<file path="src/rtl/lp_ctrl_pkg.sv">
// Shared opcode, issue-FSM state and legality helper for the issue unit and the control unit.
package lp_ctrl_pkg;

  localparam int unsigned OPCODE_W   = 3;
  localparam int unsigned IDLE_CNT_W = 8;

  typedef enum logic [OPCODE_W-1:0] {
    OP_NOP = 3'b000,
    OP_ADD = 3'b001,
    OP_SUB = 3'b010,
    OP_AND = 3'b011,
    OP_OR  = 3'b100
  } opcode_t;

  typedef enum logic [1:0] {
    ST_ACTIVE = 2'd0,
    ST_IDLE   = 2'd1,
    ST_SLEEP  = 2'd2
  } issue_state_t;

  // Encodings above OR are reserved and must never reach the control unit.
  function automatic logic is_legal_opcode(input logic [OPCODE_W-1:0] op);
    return op <= OPCODE_W'(OP_OR);
  endfunction

endpackage

</file>
<file path="src/rtl/lp_issue_fifo.sv">
// Instruction buffer for the issue unit: power-of-two circular FIFO with registered full/empty/count.
module lp_issue_fifo #(
  parameter int unsigned DEPTH = 4,
  parameter int unsigned WIDTH = 3
) (
  input  logic                     clk,
  input  logic                     rst_n,
  input  logic                     push_i,
  input  logic [WIDTH-1:0]         wdata_i,
  input  logic                     pop_i,
  output logic [WIDTH-1:0]         head_o,
  output logic                     full_o,
  output logic                     empty_o,
  output logic [$clog2(DEPTH):0]   count_o
);

  localparam int unsigned PTR_W = $clog2(DEPTH);
  localparam int unsigned CNT_W = PTR_W + 1;

  logic [WIDTH-1:0] mem_q [DEPTH];
  logic [PTR_W-1:0] wr_ptr_q, wr_ptr_d;
  logic [PTR_W-1:0] rd_ptr_q, rd_ptr_d;
  logic [CNT_W-1:0] count_q, count_d;
  logic             full_q, empty_q;

  // Pointers wrap naturally because DEPTH is a power of two.
  always_comb begin
    wr_ptr_d = wr_ptr_q;
    rd_ptr_d = rd_ptr_q;
    if (push_i) wr_ptr_d = wr_ptr_q + PTR_W'(1);
    if (pop_i)  rd_ptr_d = rd_ptr_q + PTR_W'(1);
    count_d = count_q + CNT_W'(push_i) - CNT_W'(pop_i);
  end

  always_ff @(posedge clk or negedge rst_n) begin
    if (!rst_n) begin
      wr_ptr_q <= '0;
      rd_ptr_q <= '0;
      count_q  <= '0;
      full_q   <= 1'b0;
      empty_q  <= 1'b1;
    end else begin
      wr_ptr_q <= wr_ptr_d;
      rd_ptr_q <= rd_ptr_d;
      count_q  <= count_d;
      full_q   <= (count_d == CNT_W'(DEPTH));
      empty_q  <= (count_d == '0);
    end
  end

  // Storage needs no reset: only entries between the pointers are ever read.
  always_ff @(posedge clk) begin
    if (push_i) mem_q[wr_ptr_q] <= wdata_i;
  end

  assign head_o  = mem_q[rd_ptr_q];
  assign full_o  = full_q;
  assign empty_o = empty_q;
  assign count_o = count_q;

endmodule

</file>
<file path="src/rtl/low_power_issue_unit.sv">
// Buffered instruction issue with idle detection and sleep request.
// Optional macro ISSUE_NOP_FILTER_EN: silently drop accepted NOPs instead of issuing them.
module low_power_issue_unit
  import lp_ctrl_pkg::*;
#(
  parameter int unsigned DEPTH       = 4,
  parameter int unsigned IDLE_CYCLES = 8
) (
  input  logic       clk,
  input  logic       rst_n,
  input  logic       in_valid,
  input  logic [2:0] in_opcode,
  output logic       in_ready,
  input  logic       issue_stall,
  output logic [2:0] opcode,
  output logic       valid,
  output logic       sleep_req,
  output logic       err_illegal
);

  localparam int unsigned CNT_W = $clog2(DEPTH) + 1;

  issue_state_t          state_q, state_d;
  logic [IDLE_CNT_W-1:0] idle_cnt_q, idle_cnt_d;
  logic [OPCODE_W-1:0]   opcode_q, opcode_d;
  logic                  valid_q, valid_d;
  logic                  sleep_q, sleep_d;
  logic                  err_q, err_d;

  logic                  accept, push, pop, drop_nop, fifo_busy;
  logic                  fifo_full, fifo_empty;
  logic [OPCODE_W-1:0]   fifo_head;
  logic [CNT_W-1:0]      fifo_count;

`ifdef ISSUE_NOP_FILTER_EN
  assign drop_nop = (in_opcode == OPCODE_W'(OP_NOP));
`else
  assign drop_nop = 1'b0;
`endif

  assign in_ready  = !fifo_full && (state_q != ST_SLEEP);
  assign accept    = in_valid && in_ready;
  assign push      = accept && is_legal_opcode(in_opcode) && !drop_nop;
  assign pop       = (state_q != ST_SLEEP) && !fifo_empty && !issue_stall;
  assign fifo_busy = (fifo_count != '0);

  lp_issue_fifo #(
    .DEPTH (DEPTH),
    .WIDTH (OPCODE_W)
  ) u_fifo (
    .clk     (clk),
    .rst_n   (rst_n),
    .push_i  (push),
    .wdata_i (in_opcode),
    .pop_i   (pop),
    .head_o  (fifo_head),
    .full_o  (fifo_full),
    .empty_o (fifo_empty),
    .count_o (fifo_count)
  );

  // Next-state and output-register logic.
  always_comb begin
    state_d    = state_q;
    idle_cnt_d = idle_cnt_q;
    valid_d    = pop;
    opcode_d   = pop ? fifo_head : opcode_q;
    err_d      = accept && !is_legal_opcode(in_opcode);

    unique case (state_q)
      ST_ACTIVE: begin
        idle_cnt_d = '0;
        if (!fifo_busy && !in_valid && !valid_q) state_d = ST_IDLE;
      end
      ST_IDLE: begin
        if (in_valid || fifo_busy) begin
          state_d    = ST_ACTIVE;
          idle_cnt_d = '0;
        end else if (idle_cnt_q == IDLE_CNT_W'(IDLE_CYCLES - 1)) begin
          state_d    = ST_SLEEP;
          idle_cnt_d = '0;
        end else begin
          idle_cnt_d = idle_cnt_q + IDLE_CNT_W'(1);
        end
      end
      ST_SLEEP: begin
        if (in_valid) state_d = ST_ACTIVE;
      end
      default: state_d = ST_ACTIVE;
    endcase

    sleep_d = (state_d == ST_SLEEP);
  end

  always_ff @(posedge clk or negedge rst_n) begin
    if (!rst_n) begin
      state_q    <= ST_ACTIVE;
      idle_cnt_q <= '0;
      opcode_q   <= '0;
      valid_q    <= 1'b0;
      sleep_q    <= 1'b0;
      err_q      <= 1'b0;
    end else begin
      state_q    <= state_d;
      idle_cnt_q <= idle_cnt_d;
      opcode_q   <= opcode_d;
      valid_q    <= valid_d;
      sleep_q    <= sleep_d;
      err_q      <= err_d;
    end
  end

  assign opcode      = opcode_q;
  assign valid       = valid_q;
  assign sleep_req   = sleep_q;
  assign err_illegal = err_q;

endmodule

</file>
<file path="config.mk">
export PLATFORM = sky130hd
export DESIGN_NAME = low_power_issue_unit
export DESIGN_NICKNAME = d
export VERILOG_FILES = /design/src/rtl/lp_ctrl_pkg.sv /design/src/rtl/lp_issue_fifo.sv /design/src/rtl/low_power_issue_unit.sv
export SDC_FILE = /design/constraint.sdc
export NUM_CORES = 1
export LEC_CHECK = 0
export ABC_CLOCK_PERIOD_IN_PS = 3400
export CAP_MARGIN = 20
export CORE_ASPECT_RATIO = 0.75
export CORE_MARGIN = 2
export CORE_UTILIZATION = 52
export DETAILED_ROUTE_END_ITERATION = 6
export GPL_TIMING_DRIVEN = 1
export PLACE_DENSITY = 0.83
export SLEW_MARGIN = 5
export SYNTH_ARGS = -nofsm -noshare
export SYNTH_HDL_FRONTEND = slang
export SYNTH_HIERARCHICAL = 1
export SYNTH_SLANG_ARGS = --single-unit
</file>
<file path="constraint.sdc">
create_clock -name clk -period 3.4 [get_ports clk]
set_input_delay 1.02 -clock clk [delete_from_list [all_inputs] [get_ports clk]]
set_output_delay 1.02 -clock clk [all_outputs]
set_load 0.1 [all_outputs]
</file>
# Word-level counts from Yosys, hierarchy flattened
# Memories as Yosys holds them, arrays and structs flattened. A register that Yosys moved wholly into a read port is not among the register bits.
# Cells that the tools add are included.
[word_totals]
ramBits = 12
ff_bits = 22
output_inout_bits = 7
mem_count = 1
input_bits = 7
[op_classes]
n_mux = 10
reduce_logical = 21
magnitude_cmp = 1
add_sub_neg = 5
eq_ne = 6
[mem_list]
columns = ["memory", "words", "word_bits", "read_ports", "rd_clocked_by_memory_dff", "write_ports", "line_no", "source"]
rows = [
  ["u_fifo.mem_q", 4, 3, 1, 1, 1, "lp_issue_fifo.sv:20", "logic [WIDTH-1:0] mem_q [DEPTH];"],
]
[ops]
columns = ["cell", "count"]
rows = [
  ["8-bit two-way mux", 2],
  ["8-bit case mux with 2 select lines", 1],
  ["8-bit by 1-bit adder with 8-bit output, second input constant", 1],
  ["8-bit by 3-bit == test with 1-bit output, second input constant", 1],
  ["1-bit logical AND", 8],
  ["1-bit zero test", 8],
  ["2-bit two-way mux", 4],
  ["2-bit case mux with 3 select lines", 1],
  ["2-bit by 1-bit adder with 2-bit output, second input constant", 2],
  ["2-bit == test, second input constant", 2],
  ["3-bit by 1-bit adder with 3-bit output", 1],
  ["3-bit == test, second input constant", 1],
  ["3-bit less-or-equal comparator, second input constant", 1],
  ["3-bit zero test", 1],
  ["3-bit nonzero test", 1],
  ["3-bit by 1-bit subtractor with 3-bit output", 1],
  ["2-bit by 1-bit == test with 1-bit output, second input constant", 1],
  ["2-bit zero test", 1],
  ["1-bit two-way mux", 2],
  ["2-bit != test, second input constant", 1],
  ["2-bit nonzero test", 1],
  ["1-bit logical OR", 1],
]

# Depth between registers and ports, before layout
[logic_depth]
depth_word = 7
depth_mapped = 11
depth_no_buf = 10

# By module
# Netlist, hierarchy kept.
[modules_own_cells]
columns = ["mod", "instances", "area_per_inst_um2", "cells_each"]
rows = [
  ["lp_issue_fifo", 1, 889.6, 51],
  ["low_power_issue_unit", 1, 728.2, 69],
]

# Worst setup path after synthesis
# No wires, ideal clock.
[synth_timing]
kind = "reg-to-reg"
start = "register state_q[1]"
end = "register u_fifo.full_q, in the netlist u_fifo/full_o"
required_time_ns = 3.281
stages_incl_launch_ff = 10
arrival_time_ns = 3.388
setup_slack_ns = -0.108
path_cell_list = "dfrtp_1 > clkbuf_1 > nor2b_1 > nor2_1 > and3_1 > ha_1 > inv_1 > fa_1 > xor3_2 > nor3b_2"
[synth_between]
elab_chain_cells = 7
word_cells_on_any_way = 9
cone_classes = "add/sub (2); eq/ne (2); reduce/logical (5)"
[synth_lines]
columns = ["item", "line_no", "source"]
rows = [
  ["from (decl)", "low_power_issue_unit.sv:23", "issue_state_t state_q, state_d;"],
  ["from (signal assigned)", "low_power_issue_unit.sv:104", "state_q <= state_d;"],
  ["2-bit != test", "low_power_issue_unit.sv:41", "assign in_ready = !fifo_full && (state_q != ST_SLEEP);"],
  ["1-bit logical AND", "low_power_issue_unit.sv:41", ""],
  ["via in_ready", "low_power_issue_unit.sv:13", "output logic in_ready,"],
  ["1-bit logical AND", "low_power_issue_unit.sv:42", "assign accept = in_valid && in_ready;"],
  ["1-bit logical AND", "low_power_issue_unit.sv:43", "assign push = accept && is_legal_opcode(in_opcode) && !drop_nop;"],
  ["via push", "low_power_issue_unit.sv:30", "logic accept, push, pop, drop_nop, fifo_busy;"],
  ["3-bit by 1-bit adder with 3-bit output", "lp_issue_fifo.sv:32", "count_d = count_q + CNT_W'(push_i) - CNT_W'(pop_i);"],
  ["3-bit by 1-bit subtractor with 3-bit output", "lp_issue_fifo.sv:32", ""],
  ["via u_fifo.count_d[2]", "lp_issue_fifo.sv:23", "logic [CNT_W-1:0] count_q, count_d;"],
  ["3-bit == test", "lp_issue_fifo.sv:46", "full_q <= (count_d == CNT_W'(DEPTH));"],
  ["to (signal assigned)", "lp_issue_fifo.sv:46", ""],
  ["to (decl)", "lp_issue_fifo.sv:24", "logic full_q, empty_q;"],
]
# The timed path passes the listed nets, and every way through them passes these cells.
# A chain may end at the register's enable or synchronous reset.

# Worst setup path after layout
[layout_timing]
start = "input port issue_stall"
end = "register u_fifo.full_q, in the netlist u_fifo/full_o"
[layout_between]
elab_chain_cells = 4
[layout_lines]
columns = ["item", "line_no", "source"]
rows = [
  ["from (decl)", "low_power_issue_unit.sv:14", "input logic issue_stall,"],
  ["1-bit zero test", "low_power_issue_unit.sv:44", "assign pop = (state_q != ST_SLEEP) && !fifo_empty && !issue_stall;"],
  ["1-bit logical AND", "low_power_issue_unit.sv:44", ""],
  ["via pop", "low_power_issue_unit.sv:30", ""],
  ["3-bit by 1-bit subtractor with 3-bit output", "lp_issue_fifo.sv:32", ""],
  ["via u_fifo.count_d[2]", "lp_issue_fifo.sv:23", ""],
  ["3-bit == test", "lp_issue_fifo.sv:46", ""],
]
# The timed path passes the listed nets, and every way through them passes these cells.

==> results.md <==
- The final number of hold-violating endpoints came to 0.
- In this run the vertical extent of the chip is between 50 and 60 um.
- The worst hold margin is roughly 480 ps.
- The internal portion of the total power is about 0.9 mW.
- The final critical-path share of the clock period is 0.916.
- Measured in cells, the most critical reg-to-reg path has a length of 10.
- The element type at the critical path start is an input port.
- After technology mapping, the gate count stands at 120.
- The net count after synthesis is around 140.
- Sorting the synthesized cells by how often they occur yields 24 x dfrtp_1, 12 x edfxtp_1, 11 x inv_1.
- The total wire length is 2970 um.
- Summing all placed instances gives a cell area of between 1500 and 2000 um2.
- After floorplanning, the core was divided into 17 placement rows.
- Summed over all layers, the global routing overflow is 0.
- The total of buffers placed on input and output ports is 13.
- In the final routed layout, each cell accounts on average for around 16 um.
- The total half-perimeter wirelength after legalization and detailed placement is between 2000 and 2500 um.
- The worst register-to-register path has a setup slack of around 740 ps.
- Counting instances, the worst hold path has a depth of 1.
- The cell area that synthesis handed to floorplanning was around 1600 um2.
- The final net count is 156.
- The flip-flop cell with the highest count after synthesis is dfrtp_1.
- The start-to-end type of the worst setup path is in -> reg.
- For the pin with the worst max-slew slack, the measured transition is ~390 ps.
- After synthesis, the netlist uses 36 different library cells.
- The quantity of hold-fixing buffers added after cts is 0.
- The tree is rooted in a clkbuf_8.
- Once layout is complete, the utilization of the core stands at 0.633.
- The share of total power dissipated in the clock network is 0.196.
- The clock arrives with around 7.3 ps of skew.
- The path with the worst hold slack has its endpoint at state_q[0].
- The startpoint identified for the worst hold timing path is valid.
- Dividing total power by cell area gives a power density of approximately 800 nW/um2.
- The analysis attributes to net switching a power of roughly 0.56 mW.
- Setup violations remaining at the end of the flow were counted as 0.
- The congestion estimate from routability-driven global placement came to 0.818.
- Data arrives at the worst endpoint at between 3000 and 4000 ps.
- The reg-to-reg critical path endpoint is u_fifo/full_o.
- In this run the critical register-to-register path is launched from state_q[1].
- Using the TritonRoute via totals, the vias-per-cell ratio works out to 5.43.
- The post-cts repair resize count is 0.
- The maximum vdd drop is ~280 uV.
- The number of global-route vias before repair is around 1100.
- 14 I/O pins were placed.
- Counting flops and latches in the post-synthesis netlist gives 37.
- The most repeated cell in the gate-level netlist after synthesis is dfrtp_1.
- The tool flagged a number of max-cap violations equal to 0.
- The via count of the routed design is 977.
- Compared with the post-synthesis result, the final layout area differs by 15.6%.
- The detailed-routing iteration count for the pre-antenna-repair pass is 4.
- The wire length of the first global-routing pass is 5040 um.
- Headroom to the max-slew limit came out at 0.738.
- The share of flip-flops with an asynchronous set or reset is 0.676.
- The die is 68.4 um wide.
- For this run, the total global-route usage over all layers was measured as 0.204.
- STA classifies the critical path endpoint as a flop.
- Along the worst path, the maximum fanout reaches 4.
- The finished layout holds between 150 and 200 standard cells, fillers aside.
- The number of placed cells counting well taps is 172.
- The leakage power figure is 0.785 nW.
- Summing all non-filler instances in the final layout gives an area of approximately 1900 um2.
- Of the total power, registers draw 0.432.
- Setup repair after global routing left no endpoint under its margin.
- The share of the synthesized area in the top cell type is 0.371.
- The remaining number of nets flagged by the antenna check after routing is 0.
- After the first detailed-routing iteration, the DRC count stood at 48.
- The yosys synthesis warning count is 6.
- Dividing the synthesized area by the synthesized cell count gives approximately 13 um2.
- The shortest clock period the worst path allows after layout is slightly above 3000 ps.
- The number of buffers inserted during clock tree synthesis is 5.
- Clock-pin slew was measured on the worst setup and hold paths at 70 ps.
- The floorplan step defined a core boundary enclosing approximately 3000 um2.
- Entering global routing, the biggest net connects 26 pins.
- The H-tree was split into 2 levels.
- The completed layout was analyzed and its total power is 1.46 mW.
- After clock tree synthesis, the setup repair step added 0 buffers.
- The number of remaining DRC errors is 0.
- The share of layout cells above drive strength 1 is 0.204.
- The number of antenna diodes in the final layout is 0.
- Clock latency on the worst-skew pair, taken at its later pin, is around 280 ps.
- The combinational cell fraction of total power is 0.372.
- The switching power share of the total is 0.380.
- The clock passes through at most 2 buffers.
- Ranked by total cell area, the synthesized netlist is headed by dfrtp_1 37%, edfxtp_1 22%, ha_1 5.4%, mux4_2 4.2%, inv_1 2.6%.
- The floorplan step defined a die boundary enclosing around 3600 um2.
- dfrtp_1 takes more of the synthesized area than any other cell.
- The max-slew violation count is 0.
- The initial utilization of the core area, before any placement, comes to 0.547.
- The tree built by TritonCTS fans out to 37 sinks.
- For this run, the register share of the synthesized area comes to 0.610.
- The class of the tightest hold or removal check is reg -> reg.
- The timing-limited maximum frequency is 0.321 GHz.
- At the worst endpoint, the required time is 3570 ps.
- The run finished with clean final reports.
- The number of antenna violations at the first check in global routing is 0.
- The count of flip-flops with a built-in enable after synthesis is 12.
- The TritonCTS clock tree is done.
critical path, cell delays in order:
cell,delay (ps)
clkdlybuf4s50_1,410
or3_1,390
inv_1,150
ha_1,250
inv_1,60
ha_1,130
inv_1,70
fa_1,370
xor3_2,260
nor3b_2,170
metrics by stage:
| step | setup WS, ps | TNS (ps) |
|---|---|---|
| floorplan | 423 | 0 |
| global placement | 157 | 0 |
| detailed placement | -9.27 | -9.27 |
| CTS | 280 | 0 |
| global route | 219 | 0 |
| finish | 287 | 0 |
registers in the layout, summed over array words and instances (netlist names):
name / cells
valid: 1
u_fifo/empty_o: 1
u_fifo/wr_ptr_q: 2
err_illegal: 1
sleep_req: 1
u_fifo/mem_q: 12
state_q: 2
idle_cnt_q: 8
u_fifo/rd_ptr_q: 2
opcode: 3
u_fifo/full_o: 1
u_fifo/count_o: 3
layout make-up:
class / count / area, um2
Clock buffer: 6 / 72.6
Clock inverter: 2 / 10.0
Fill cell: 212 / 1090
Inverter: 11 / 41.3
Multi-Input combinational cell: 70 / 577
Sequential cell: 37 / 987
Tap cell: 38 / 47.5
Timing Repair Buffer: 16 / 135
cells in the final DEF, fill, tap and decap left out, types with 3 or more instances in the layout:
master | synthesis | routed
a21oi_1 | 4 | 4
and2_1 | 4 | 4
buf_4 | 0 | 10
clkbuf_8 | 0 | 5
clkdlybuf4s50_1 | 0 | 6
dfrtp_1 | 24 | 24
edfxtp_1 | 12 | 12
ha_1 | 7 | 7
inv_1 | 11 | 11
mux2_2 | 3 | 3
mux4_2 | 3 | 3
nand2_1 | 7 | 7
nand3_1 | 3 | 3
nor2_1 | 7 | 6
nor3_1 | 3 | 3
xnor2_1 | 4 | 4
xor2_1 | 3 | 3
power by group through the flow:
stage | Sequential [mW] | Clock, mW | Combinational, mW
6_report | 0.631 | 0.287 | 0.544
3_3_place_gp | 0.633 | 0 | 0.508
3_5_place_dp | 0.642 | 0 | 0.537
4_1_cts | 0.633 | 0.292 | 0.546
2_1_floorplan | 0.768 | 0 | 0.287
5_1_grt | 0.646 | 0.312 | 0.583
kinds of logic (layout without fill, tap and decap cells):
kind of cell	after synthesis	after routing	share of synthesized area
XOR/XNOR	8	8	0.0534
flip-flops	37	37	0.610
multiplexers	7	7	0.0688
AND/OR/NAND/NOR	36	36	0.126
buffers and inverters	13	35	0.0348
AO/OA/AOI/OAI	11	11	0.0402
adder cells (fa/ha/maj)	8	8	0.0665
how the worst max path moves through the flow:
| stage | startpoint | end | slack [ps] |
|---|---|---|---|
| 2_1_floorplan | state_q[1] | u_fifo/full_o | 420 |
| 3_3_place_gp | issue_stall | u_fifo/full_o | 160 |
| 3_5_place_dp | issue_stall | u_fifo/full_o | -9 |
| 4_1_cts | issue_stall | u_fifo/empty_o | 280 |
| 5_1_grt | issue_stall | u_fifo/empty_o | 220 |
| 6_report | issue_stall | u_fifo/full_o | 290 |
per-layer routing:
layer | vias to the layer above | track usage | wire, um
met3 | 9 | 0.0516 | 153
li1 | 458 | - | -
met4 | 0 | 0.103 | 82
met5 | - | 0 | 0
met2 | 38 | 0.333 | 1440
met1 | 472 | 0.248 | 1290
(Power assumes the default switching activity.)
